`src/rtl/enc_pkg.sv`:
```
// Shared definitions for the serial 8-to-3 priority encoder.
//   state_t : FSM state encoding (IDLE, BUSY)
//   N_IN    : number of request inputs
//   W_CODE  : width of the binary index code
package enc_pkg;
  localparam int N_IN   = 8;
  localparam int W_CODE = 3;

  typedef enum logic {
    IDLE = 1'b0,
    BUSY = 1'b1
  } state_t;
endpackage

```
`src/rtl/prio_enc8.sv`:
```
// Combinational priority selector over the pending request vector.
//   pend   : pending requests, bit i = request Di
//   idx    : index of the highest-priority set bit (0 when none set)
//   any    : at least one request pending
//   onehot : one-hot mask of the selected bit (all zero when none set)
// MSB_FIRST=0 gives D0 the highest priority; MSB_FIRST=1 gives D7 the highest priority.
module prio_enc8
  import enc_pkg::*;
#(
  parameter bit MSB_FIRST = 1'b0
) (
  input  logic [N_IN-1:0]   pend,
  output logic [W_CODE-1:0] idx,
  output logic              any,
  output logic [N_IN-1:0]   onehot
);

  // Walk from lowest to highest priority; the last hit wins.
  always_comb begin
    idx    = '0;
    onehot = '0;
    for (int i = 0; i < N_IN; i++) begin
      if (MSB_FIRST) begin
        if (pend[i]) begin
          idx       = W_CODE'(i);
          onehot    = '0;
          onehot[i] = 1'b1;
        end
      end else begin
        if (pend[N_IN-1-i]) begin
          idx              = W_CODE'(N_IN-1-i);
          onehot           = '0;
          onehot[N_IN-1-i] = 1'b1;
        end
      end
    end
  end

  assign any = |pend;

endmodule

```
`src/rtl/enc8x3_serial.sv`:
```
// Serial 8-to-3 priority encoder. A request vector is loaded in IDLE and its
// set bits are then emitted one index per accepted transfer, in priority order.
//   clk, rst_n : clock, asynchronous active-low reset
//   En, d      : load strobe and request vector (d[0] is D0), sampled when in_ready
//   in_ready   : idle, a load is accepted
//   w          : binary index of the presented request
//   out_valid  : w is valid; out_ready accepts it
//   last       : w is the final code of the captured vector
//   cnt        : popcount of the last accepted vector (held, not decremented)
//   zero       : one-cycle pulse after a load with d == 0
module enc8x3_serial
  import enc_pkg::*;
#(
  parameter bit MSB_FIRST = 1'b0
) (
  input  logic              clk,
  input  logic              rst_n,
  input  logic              En,
  input  logic [0:N_IN-1]   d,
  output logic              in_ready,
  output logic [W_CODE-1:0] w,
  output logic              out_valid,
  input  logic              out_ready,
  output logic              last,
  output logic [3:0]        cnt,
  output logic              zero
);

  function automatic logic [3:0] popcount(input logic [N_IN-1:0] v);
    logic [3:0] s;
    s = '0;
    for (int i = 0; i < N_IN; i++) s = s + {3'b000, v[i]};
    return s;
  endfunction

  state_t            state, state_nxt;
  logic [N_IN-1:0]   pend;
  logic [N_IN-1:0]   dvec;
  logic [N_IN-1:0]   sel;
  logic [W_CODE-1:0] idx;
  logic              any;
  logic              single;
  logic              load, xfer;

  // Internal vectors are little-endian: dvec[i] = Di.
  always_comb begin
    dvec = '0;
    for (int i = 0; i < N_IN; i++) dvec[i] = d[i];
  end

  prio_enc8 #(.MSB_FIRST(MSB_FIRST)) u_prio (
    .pend   (pend),
    .idx    (idx),
    .any    (any),
    .onehot (sel)
  );

  // Exactly one bit set: non-zero and clearing the lowest set bit leaves nothing.
  assign single = any && ((pend & (pend - N_IN'(1))) == '0);

  assign load = (state == IDLE) && En;
  assign xfer = out_valid && out_ready;

  always_comb begin
    state_nxt = state;
    in_ready  = 1'b0;
    out_valid = 1'b0;
    w         = '0;
    last      = 1'b0;
    case (state)
      IDLE: begin
        in_ready = 1'b1;
        if (En && (dvec != '0)) state_nxt = BUSY;
      end
      BUSY: begin
        out_valid = 1'b1;
        w         = idx;
        last      = single;
        if (out_ready && single) state_nxt = IDLE;
      end
      default: state_nxt = IDLE;
    endcase
  end

  always_ff @(posedge clk or negedge rst_n) begin
    if (!rst_n) begin
      state <= IDLE;
      pend  <= '0;
      cnt   <= '0;
      zero  <= 1'b0;
    end else begin
      state <= state_nxt;
      zero  <= load && (dvec == '0);
      if (load) begin
        pend <= dvec;
        cnt  <= popcount(dvec);
      end else if (xfer) begin
        pend <= pend & ~sel;
      end
    end
  end

endmodule

```
`config.mk`:
```
export PLATFORM = sky130hd
export DESIGN_NAME = enc8x3_serial
export DESIGN_NICKNAME = d
export VERILOG_FILES = /design/src/rtl/enc_pkg.sv /design/src/rtl/prio_enc8.sv /design/src/rtl/enc8x3_serial.sv
export SDC_FILE = /design/constraint.sdc
export NUM_CORES = 1
export LEC_CHECK = 0
export ABC_AREA = 1
export BUFFER_PORTS_ARGS = -buffer_cell sky130_fd_sc_hd__buf_2
export CAP_MARGIN = 15
export CELL_PAD_IN_SITES_DETAIL_PLACEMENT = 0
export CELL_PAD_IN_SITES_GLOBAL_PLACEMENT = 1
export CORE_MARGIN = 2
export CORE_UTILIZATION = 30
export CTS_CLUSTER_SIZE = 25
export DETAILED_ROUTE_END_ITERATION = 10
export HOLD_SLACK_MARGIN = 0.1
export PLACE_DENSITY_LB_ADDON = 0.1
export REMOVE_ABC_BUFFERS = 1
export SYNTH_ARGS = -nofsm -noshare
export SYNTH_HDL_FRONTEND = slang
export SYNTH_HIERARCHICAL = 1
export SYNTH_SLANG_ARGS = --single-unit
```
`constraint.sdc`:
```
create_clock -name clk -period 3.8 [get_ports clk]
set_input_delay 0.38 -clock clk [delete_from_list [all_inputs] [get_ports clk]]
set_output_delay 0.38 -clock clk [all_outputs]
set_load 0.005 [all_outputs]
```
======== Word-level counts from Yosys, hierarchy flattened ========
Cells that the tools add are included.
operators by class
  add/sub/neg operators ................... 8
  reduce and logical (&&, ||, !) cells .... 11
  muxes and demuxes ....................... 25
  bitwise gates (word level) .............. 4
operators with widths
  operator                                                            number
  8-bit two-way mux                                                   10
  3-bit two-way mux                                                   9
  4-bit by 1-bit adder with 4-bit output                              4
  8-bit AND                                                           2
  8-bit logical NOT                                                   2
  8-bit NOT                                                           1
  8-bit nonzero test                                                  1
  8-bit OR reduction                                                  1
  8-bit by 1-bit subtractor with 8-bit output, second input constant  1
  1-bit logical AND                                                   6
  1-bit two-way mux                                                   5
  3-bit by 1-bit adder with 4-bit output                              1
  2-bit by 1-bit adder with 3-bit output                              1
  1-bit by 1-bit adder with 2-bit output                              1
  1-bit case mux with 2 select lines                                  1
  2-bit nonzero test                                                  1
  1-bit NOT                                                           1
storage, ports and cells
  register bits ........................... 14
  output and inout port bits .............. 11
  logic and storage cells ................. 52
  input port bits ......................... 12

======== Longest topological paths before layout ========
Gate-level depths: netlist of run 1.
  word-level depth ........................ 12
  gate-level depth with buffers ........... 11
  depth with buffers taken out ............ 11

======== By module ========
The synthesis of run 1 kept the hierarchy.
modules (own cells, without submodules)
  module         seq. area each (um^2)  times used  area each (um^2)  cells an instance
  enc8x3_serial  350.3                  1           902.1             114
  prio_enc8      0.0                    1           190.2             32

======== Worst setup path before layout of run 1 ========
OpenSTA, ideal clock, no wires.
  path kind ............................... input to register
  start ................................... input d[7] (netlist name)
  end ..................................... register cnt[2]
  slack ................................... 1048 ps
  data required time ...................... 3724 ps
  data arrival time ....................... 2675 ps
  cell stages on the path ................. 10
  buffers on the path ..................... 0
  setup time .............................. 76 ps
  path through ............................ fa_1 -> inv_1 -> fa_1 -> fa_1 -> inv_1 -> ha_1 -> inv_1 -> fa_1 -> xor2_1 -> o21ai_1
on the way
  word-level cells in the longest chain between the ends .. 1
ends and longest elaborated chain
  item                                    line                 text
  start, declared                         enc8x3_serial.sv:19  input logic [0:N_IN-1] d,
  4-bit by 1-bit adder with 4-bit output  enc8x3_serial.sv:32  for (int i = 0; i < N_IN; i++) s = s + {3'b000, v[i]};
  end signal, assigned                    enc8x3_serial.sv:96  cnt <= popcount(dvec);
  end, declared                           enc8x3_serial.sv:25  output logic [3:0] cnt,
Every way passes these cells.
A chain may end at the register's enable or synchronous reset.

======== Final worst setup path of run 1 ========
Ends and elaborated chain as after synthesis.

==> results of run 1 <==
## layout make-up
cell class	instances	area [sq um]
flip-flops and latches	14	350.3
clock buffers	3	22.52
fillers	376	2157
multi-input cells	97	591.8
inverters	31	116.4
well taps	46	57.56
repair buffers	23	120.1
## flip-flops by register name, indices dropped and copies added (netlist names)
name and cells:
zero 1, cnt 4, state 1, pend 8
## worst paths after layout
check                      startpoint  endpoint  slack (ns)  cells after the start
setup reg to reg              pend[4]     state        2.36                     11
hold reg to reg                cnt[0]    cnt[0]        0.48                      2
min in group asynchronous       rst_n    cnt[2]        0.52                      2
hold / removal                   d[5]   pend[5]        0.37                      3
setup / recovery                 d[7]    cnt[2]        1.11                     11
max in group asynchronous       rst_n    cnt[3]        3.04                      2
## Yosys cell counts (2+ instances only)
cell,instances
a21oi_1,4
buf_4,3
dfrtp_1,14
fa_1,4
ha_1,4
inv_1,29
inv_2,2
nand2_1,35
nand3_1,5
nor2_1,12
nor2_2,2
nor2_4,3
nor3_2,3
o211ai_1,6
o21ai_1,9
## where the power goes
group / internal [mW] / switching, mW / total (mW)
Clock: 0.0366 / 0.0417 / 0.0783
Combinational: 0.205 / 0.280 / 0.484
Sequential: 0.209 / 0.0955 / 0.305
Total: 0.450 / 0.417 / 0.867
## metrics by stage
| stage | worst slack (ns) | hold slack (ns) | instances | area [sq um] |
|---|---|---|---|---|
| finish | 1.114 | 0.3691 | 214 | 1259 |
| floorplan | 1.042 | 0.08441 | 142 | 1059 |
| detailed placement | 0.8231 | 0.2896 | 210 | 1226 |
| global placement | 0.8571 | 0.2852 | 210 | 1226 |
| global route | 1.008 | 0.3844 | 214 | 1259 |
| CTS | 1.112 | 0.3638 | 214 | 1259 |
## critical path: cells and delay by family
| family | cells | cell delay, ns |
|---|---|---|
| adders and majority gates | 5 | 1.95 |
| buffers and inverters | 4 | 0.29 |
| AOI/OAI and AO/OA | 1 | 0.11 |
| xor gates and xnor gates | 1 | 0.15 |
## cells by family after synthesis
group,count (synthesis)
and+or+nand+nor,67
buffers and inverters,35
AOI/OAI and AO/OA,21
DFF,14
adders and majority gates,8
xor gates and xnor gates,1
## routing by layer
metal	wire, microns	vias to the layer above	part of all wire [%]
met2	1202	16	50
li1	-	495	-
met5	0	-	0
met4	12	0	0.50
met1	1139	420	47
met3	57	2	2.4
==> flow_summary.toml, run 1 <==
[outcome]
outcome = "finished, final reports clean"

[route]
drt_wl_total_mm = 2.411
wire_per_inst_microns = 11.27
num_vias = 933
dr.first_iter.drc_count = 28
drcViolationCount = 0
routed_via_density = 4.360
drtAntennaViolNets = 0
drt_first_pass_iters = 4

[synth]
synth_adder_area_share_pct = 11.91
async_flop_share_pct = 100.0
synth_area_leaders = "dfrtp_1 (32%), nand2_1 (12%), inv_1 (10%)"
syn_area_per_cell_sq_um = 7.481
ys_warn_count = 6
syn_inst = 146
synth-simple-area-share_pct = 30.36
synth_enable_flop_cells = 0
synth_flop_cell = "dfrtp_1"
synth.area.mux_share_pct = 0
ys_types = 26
synth_top_area_share_pct = 32.07
ys_seq_area_share_pct = 32.07
synth_xor_area_share_pct = 0.8018
ys_ff_latch = 14
yosysTopAreaCell = "dfrtp_1"
netlist_area_sq_mm = 0.001092
synth_compound_area_share_pct = 11.11
synth_top_family_by_area = "simple AND/OR/NAND/NOR gates"

[cells_and_area]
final_cell_mix = "nand2_1 (35), inv_1 (29), buf_2 (22), dfrtp_1 (14), nor2_1 (12)"
mostFrequentLayoutCell = "nand2_1"
insertedDiodeCount = 0
drive_above_1_share_pct = 23.21
nNetsFinal = 190
fin_util_pct = 36.85
area_growth_pct = 15.24

[cts]
root_buffer = "clkbuf_4"
post_cts_buffers = 0
htreeDepth = 1
cts_buffer_depth = 2
postCtsHoldBufs = 1
cts_resized = 0
cts_made_buffers = 3
tritoncts = "built"
clkTransAtPathRegs_ns = 0.08
clk_latency_ns = 0.26
clock-sinks = 14

[global_routing]
antenna_found_initial = 0
grt_pass1_wl_mm = 4.319
grt_util_all_layers_pct = 13.21
grt_pass1_vias = 986
grtUsageMet2_pct = 23.83
grt_max_degree = 23
busiest_layer = "met2"
grt-ovfl-total = 0
met1_usage_pct = 16.70
use_met3_pct = 1.056

[worst_setup_path]
crit_path_start_kind = "primary input"
arrival_ns = 2.88
criticalPathCategory = "in2reg"
path_common_cell = "fa_1"
cpMaxStageDelayCell = "fa_1"
cp-end-kind = "flip-flop"
critPathMaxStageDelay_ns = 0.53
required_ns = 3.99
crit_fanout = 2
crit_path_cell_trace = "buf_2 > fa_1 > inv_1 > fa_1 > fa_1 > inv_1 > ha_1 > inv_1 > fa_1 > xor2_1 > o21ai_1"

[sta]
hold_violations = 0
final_max_slew_viol_count = 0
slew_headroom_pct = 73.11
setup_violations = 0
finalSetupTns_ns = 0
fin_skew_ns = 0.0004860
max_freq_mhz = 372.2
worst_pin_slew_ns = 0.4019
rsz0062_at_grt = "false"
fin_crit_ns = 2.686
finalCritPeriodShare_pct = 70.70

[placed_design]
gp_congestion = 0.7415
numPortBuffers = 22
hpwl_mm = 2.000

[die]
die-area_sq_mm = 0.004140
dieHeight_microns = 64.34
dieWidth_microns = 64.34
core_sq_mm = 0.003416
start_util_pct = 31.98
num_rows = 21
io_pins = 23

[min_path]
hold_path.class = "in2reg"

[power_and_ir_drop]
peakVddDrop_v = 0.0002003
p_leak_nw = 0.6763
power.total_mw = 0.8670
p_per_area_mw_per_mm2 = 688.8

[run]
maxCapViolations = 0
Power figures use the tool's default switching activity.
==> run 2: changes to the inputs <==
==> constraint.sdc (replaced) <==
create_clock -name clk -period 2.55 [get_ports clk]
set_input_delay 0.255 -clock clk [delete_from_list [all_inputs] [get_ports clk]]
set_output_delay 0.255 -clock clk [all_outputs]
set_load 0.005 [all_outputs]
==> run 2 against run 1 <==
The flow now finishes with violations (negative setup slack); utilization increased by 0.77 points; total power increased by 49%; clock-buffer cell count unchanged; sequential power increased by 49%; final area increased by 2.1%; wire length decreased by 1.2%; die area unchanged; worst hold slack got worse by 0.11 ns; non-clock buffer count increased by 2; setup slack got worse by 1.1 ns; first-iteration DRC count increased by 50%; sequential share of layout area decreased by 0.57 points.
==> flow_summary.toml, run 2 (synthesis gave the netlist of run 1 again) <==
[placed_design]
place_ws_ns = -0.3348
hpwl_mm = 1.998
gp_congestion = 0.7392
numPortBuffers = 22

[cells_and_area]
area_growth_pct = 17.64
mostFrequentLayoutCell = "nand2_1"
drive_above_1_share_pct = 25.88
nFillCells = 392
insertedDiodeCount = 0
nNetsFinal = 192
final_cell_mix = "nand2_1 (35), inv_1 (28), buf_2 (21), dfrtp_1 (14), nor2_1 (12)"
fin_util_pct = 37.62
top_register = "pend"
largestRegisters = "pend: 8 flops, cnt: 4 flops"
multi_input_area_sq_um = 596.8
register_area_sq_um = 350.3
largest_reg_flops = 8

[sta]
finalCritPeriodShare_pct = 100.1
rsz0062_at_grt = "true"
max_freq_mhz = 391.9
hold_violations = 0
worst_pin_slew_ns = 0.4020
fin_crit_ns = 2.552
fin_skew_ns = 0.0009018
finalSetupTns_ns = -0.001909
setup_violations = 1
slew_headroom_pct = 73.11
final_max_slew_viol_count = 0
final.setup.worst_slack_ns = -0.001909

[route]
drtAntennaViolNets = 0
dr.first_iter.drc_count = 42
routed_via_density = 4.361
drt_wl_total_mm = 2.382
num_vias = 942
drt_first_pass_iters = 4
wire_per_inst_microns = 11.03
drcViolationCount = 0

[cts]
tritoncts = "built"
root_buffer = "clkbuf_4"
clkTransAtPathRegs_ns = 0.07
clock-sinks = 14
cts_made_buffers = 3
cts_buffer_depth = 2
htreeDepth = 1
clk_latency_ns = 0.26

[die]
io_pins = 23
num_rows = 21
start_util_pct = 31.98
dieHeight_microns = 64.34
dieWidth_microns = 64.34
die-area_sq_mm = 0.004140
core_sq_mm = 0.003416

[outcome]
violations = "negative setup slack"
outcome = "finished with violations"

[global_routing]
grt_util_all_layers_pct = 13.44
grt_pass1_vias = 963
grt_max_degree = 23
grt-ovfl-total = 0
antenna_found_initial = 0
grt_pass1_wl_mm = 4.326

[worst_setup_path]
arrival_ns = 2.70
cp-end-kind = "flip-flop"
crit_fanout = 2
crit_path_start_kind = "primary input"
required_ns = 2.70
criticalPathCategory = "in2reg"

[power_and_ir_drop]
p_per_area_mw_per_mm2 = 1004
p_leak_nw = 0.6855
peakVddDrop_v = 0.0002847

[run]
maxCapViolations = 0

[min_path]
hold_path.class = "in2reg"
-- run 2: final cells by class --
type	count	share of cell area [%]
Multi-Input combinational cell	97	46.45
Sequential cell	14	27.26
Timing Repair Buffer	25	11.00
Inverter	31	9.056
Tap cell	46	4.479
Clock buffer	3	1.753
-- run 2: worst max-delay path, stage by stage --
cell     delay [ns]
buf_6          0.10
fa_1           0.53
inv_1          0.05
fa_1           0.49
fa_1           0.41
inv_1          0.07
ha_2           0.18
inv_2          0.04
fa_2           0.51
o21ai_1        0.06
-- run 2: report_power, final --
| group | switching, mW | total [mW] | internal, mW | leakage (nW) |
|---|---|---|---|---|
| clock network | 0.0604 | 0.115 | 0.0545 | 0.0138 |
| logic | 0.413 | 0.723 | 0.309 | 0.495 |
| registers | 0.141 | 0.453 | 0.312 | 0.177 |
| total | 0.615 | 1.29 | 0.675 | 0.686 |
-- run 2: worst paths after layout --
kind                       endpoint  depth (start not counted)    start  slack [ns]
setup / recovery             cnt[1]                         10     d[7]      -0.002
max in group asynchronous   pend[5]                          2    rst_n        1.93
min in group asynchronous    cnt[2]                          2    rst_n        0.40
setup reg to reg              state                         11  pend[4]        1.13
hold reg to reg              cnt[0]                          2   cnt[0]        0.48
hold / removal              pend[7]                          3     d[7]        0.26
-- run 2: repair_timing --
action                     CTS  global route
hold endpoints to repair    14             0
hold buffers                 1             0
buffers inserted             0             0
resized for setup            1             4
setup endpoints to repair    2             2
-- run 2: per-layer routing --
layer	vias to the layer above	global-route usage (%)	part of all wire, %
met5	-	0	0
met1	421	16.94	45
li1	497	-	-
met4	0	4.787	1.2
met2	20	23.57	51
met3	4	1.585	2.9
-- run 2: metrics by stage --
step	total power [mW]	hold WS [ns]	std cells	cell area [sq um]
finish	1.291	0.2555	216	1285
global route	1.455	0.2625	216	1285
CTS	1.315	0.2605	216	1276
detailed placement	1.190	0.1631	212	1241
global placement	1.180	0.1704	212	1241
floorplan	0.9622	-0.04059	142	1059
==> run 3: changes to the inputs <==
--- a/config.mk
+++ b/config.mk
@@ -7,11 +7,11 @@
 export LEC_CHECK = 0
 export ABC_AREA = 1
 export BUFFER_PORTS_ARGS = -buffer_cell sky130_fd_sc_hd__buf_2
-export CAP_MARGIN = 15
 export CELL_PAD_IN_SITES_DETAIL_PLACEMENT = 0
 export CELL_PAD_IN_SITES_GLOBAL_PLACEMENT = 1
 export CORE_MARGIN = 2
 export CORE_UTILIZATION = 30
+export CTS_BUF_LIST = sky130_fd_sc_hd__clkbuf_16
 export CTS_CLUSTER_SIZE = 25
 export DETAILED_ROUTE_END_ITERATION = 10
 export HOLD_SLACK_MARGIN = 0.1
@@ -19,5 +19,4 @@
 export REMOVE_ABC_BUFFERS = 1
 export SYNTH_ARGS = -nofsm -noshare
 export SYNTH_HDL_FRONTEND = slang
-export SYNTH_HIERARCHICAL = 1
 export SYNTH_SLANG_ARGS = --single-unit
==> run 3 against run 2 <==
The run now ends clean; largest cell class unchanged; area after synthesis down 8.4%; register-to-register slack worse by 0.06 ns; via count down 5.0%; utilization up 3.3 points; wire length up 0.84%.
==> flow_summary.toml, run 3 <==
[global_routing]
grt_pass1_vias = 895
grt_util_all_layers_pct = 14.93
grt_pass1_wl_mm = 4.119
grt-ovfl-total = 0
grt_max_degree = 17
antenna_found_initial = 0

[synth]
ys_ff_latch = 14
netlist_area_sq_mm = 0.001001
synth_area_leaders = "dfrtp_1 (35%), nand2_1 (11%), fa_1 (8.0%)"
ys_top_cells_by_count = "nand2_1 (30), inv_1 (21), dfrtp_1 (14), o21ai_0 (14), nor2_1 (9)"
yosysTopAreaCell = "dfrtp_1"
synth_flop_cell = "dfrtp_1"
syn_area_per_cell_sq_um = 7.759
ys_types = 24
synth_most_common_cell = "nand2_1"
synth_enable_flop_cells = 0
synth_top_area_share_pct = 35.00
async_flop_share_pct = 100.0
ys_warn_count = 0
syn_inst = 129
ys_seq_area_share_pct = 35.00

[power_and_ir_drop]
peakVddDrop_v = 0.0003684
p_per_area_mw_per_mm2 = 1102
p_leak_nw = 0.6657

[min_path]
hold_path.class = "in2reg"
min_from = "d[0]"

[cells_and_area]
top_register = "pend"
fin_util_pct = 40.97
insertedDiodeCount = 0
nFillCells = 337
largest_reg_flops = 8
mostFrequentLayoutCell = "nand2_1"
final_cell_mix = "nand2_1 (30), buf_2 (20), inv_1 (19), dfrtp_1 (14), o21ai_0 (12)"
area_growth_pct = 27.00
largestRegisters = "pend: 8 flops, cnt: 4 flops"
drive_above_1_share_pct = 27.74
final-instance-count-excl-fill = 199
postLayoutCellArea_sq_mm = 0.001271
nNetsFinal = 177

[sta]
finalCritPeriodShare_pct = 98.93
hold_violations = 0
final_max_slew_viol_count = 0
slew_headroom_pct = 72.63
max_freq_mhz = 396.4
holdWs_ns = 0.3199
finalSetupTns_ns = 0
fin_crit_ns = 2.523
worst_pin_slew_ns = 0.4101
rsz0062_at_grt = "true"
setup_violations = 0
fin_skew_ns = 0.003061

[cts]
root_buffer = "clkbuf_16"
clk_latency_ns = 0.24
clkTransAtPathRegs_ns = 0.05
clock-sinks = 14
htreeDepth = 1
post_cts_buffers = 0
cts_made_buffers = 3
tritoncts = "built"
cts_buffer_depth = 2

[worst_setup_path]
r2r_setup_slack_ns = 1.07
required_ns = 2.68
r2r-start = "state"
crit_path_start_kind = "primary input"
arrival_ns = 2.65
crit_fanout = 2
cp-end-kind = "flip-flop"
crit_path_start = "d[7]"
criticalPathCategory = "in2reg"

[route]
wire_per_inst_microns = 12.07
drcViolationCount = 0
num_vias = 895
drt_wl_total_mm = 2.402
dr.first_iter.drc_count = 44
drt_first_pass_iters = 4
routed_via_density = 4.497
drtAntennaViolNets = 0

[die]
dieHeight_microns = 61.76
num_rows = 20
dieWidth_microns = 61.76
start_util_pct = 32.26
core_sq_mm = 0.003103
die-area_sq_mm = 0.003814
io_pins = 23

[placed_design]
gp_congestion = 0.7810
numPlacedInstances = 195
numPortBuffers = 22
place_area_sq_mm = 0.001159
hpwl_mm = 1.902

[outcome]
outcome = "finished, final reports clean"

[run]
maxCapViolations = 0
[run 3: cell count changes after synthesis, sizes merged, moves of 4 or more]
cell / previous run / this run
a21oi: 4 / 8
inv: 31 / 23
nand2: 37 / 32
o211ai: 6 / 2
o21ai: 10 / 17
[run 3: cell type report]
type	count	area (sq um)	area share (%)
inverters	23	88.84	6.988
flip-flops and latches	14	350.3	27.56
multi-input cells	90	554.3	43.60
well taps	44	55.05	4.331
clock buffers	3	75.07	5.906
repair buffers	25	147.6	11.61
[run 3: cells by family (layout without fill, tap and decap cells)]
kind of cell    Yosys count  count (layout)  synth area share (%)
simple gates             53              53                 24.00
compound gates           28              28                 16.00
buf+inv                  25              51                 11.13
flops                    14              14                 35.00
fa+ha+maj                 8               8                 13.00
xor+xnor                  1               1                0.8752
[run 3: path summary, 6_finish.rpt]
check,endpoint,cells after the start
setup reg to reg,pend[5],5
hold reg to reg,cnt[0],2
max in group asynchronous,cnt[0],2
hold / removal,zero,4
setup / recovery,cnt[1],10
min in group asynchronous,cnt[2],2
[run 3: worst max-delay path, cell delays in order]
cell	delay, ns
buf_8	0.10
fa_1	0.52
inv_1	0.05
fa_1	0.49
fa_1	0.43
inv_2	0.08
ha_4	0.13
inv_2	0.03
fa_2	0.51
o21ai_1	0.05
[run 3: metal layers]
| metal | vias up | wire (microns) | GRT usage (%) |
|---|---|---|---|
| li1 | 462 | - | - |
| met1 | 417 | 1176 | 20.10 |
| met2 | 14 | 1122 | 24.51 |
| met3 | 2 | 83 | 1.449 |
| met4 | 0 | 19 | 6.383 |
| met5 | - | 0 | 0 |
[run 3: report_power, final]
group | internal (mW) | switching (mW) | total [mW]
registers | 0.308 | 0.0871 | 0.395
logic | 0.290 | 0.421 | 0.711
clock network | 0.205 | 0.0894 | 0.295
total | 0.804 | 0.597 | 1.40
[run 3: what timing repair did]
action                     CTS  global route
pin swaps                    0             1
hold buffers                 1             0
resized for setup            6             4
setup endpoints to repair    2             2
hold endpoints to repair    14             0
[run 3: stage by stage]
stage                     setup WS (ns)  total power, mW
after global placement          -0.3031            1.102
final                           0.02727            1.401
after detailed placement        -0.3435            1.099
after floorplan                -0.09936           0.8658
after CTS                      -0.03278            1.414
after global routing           -0.06343            1.558
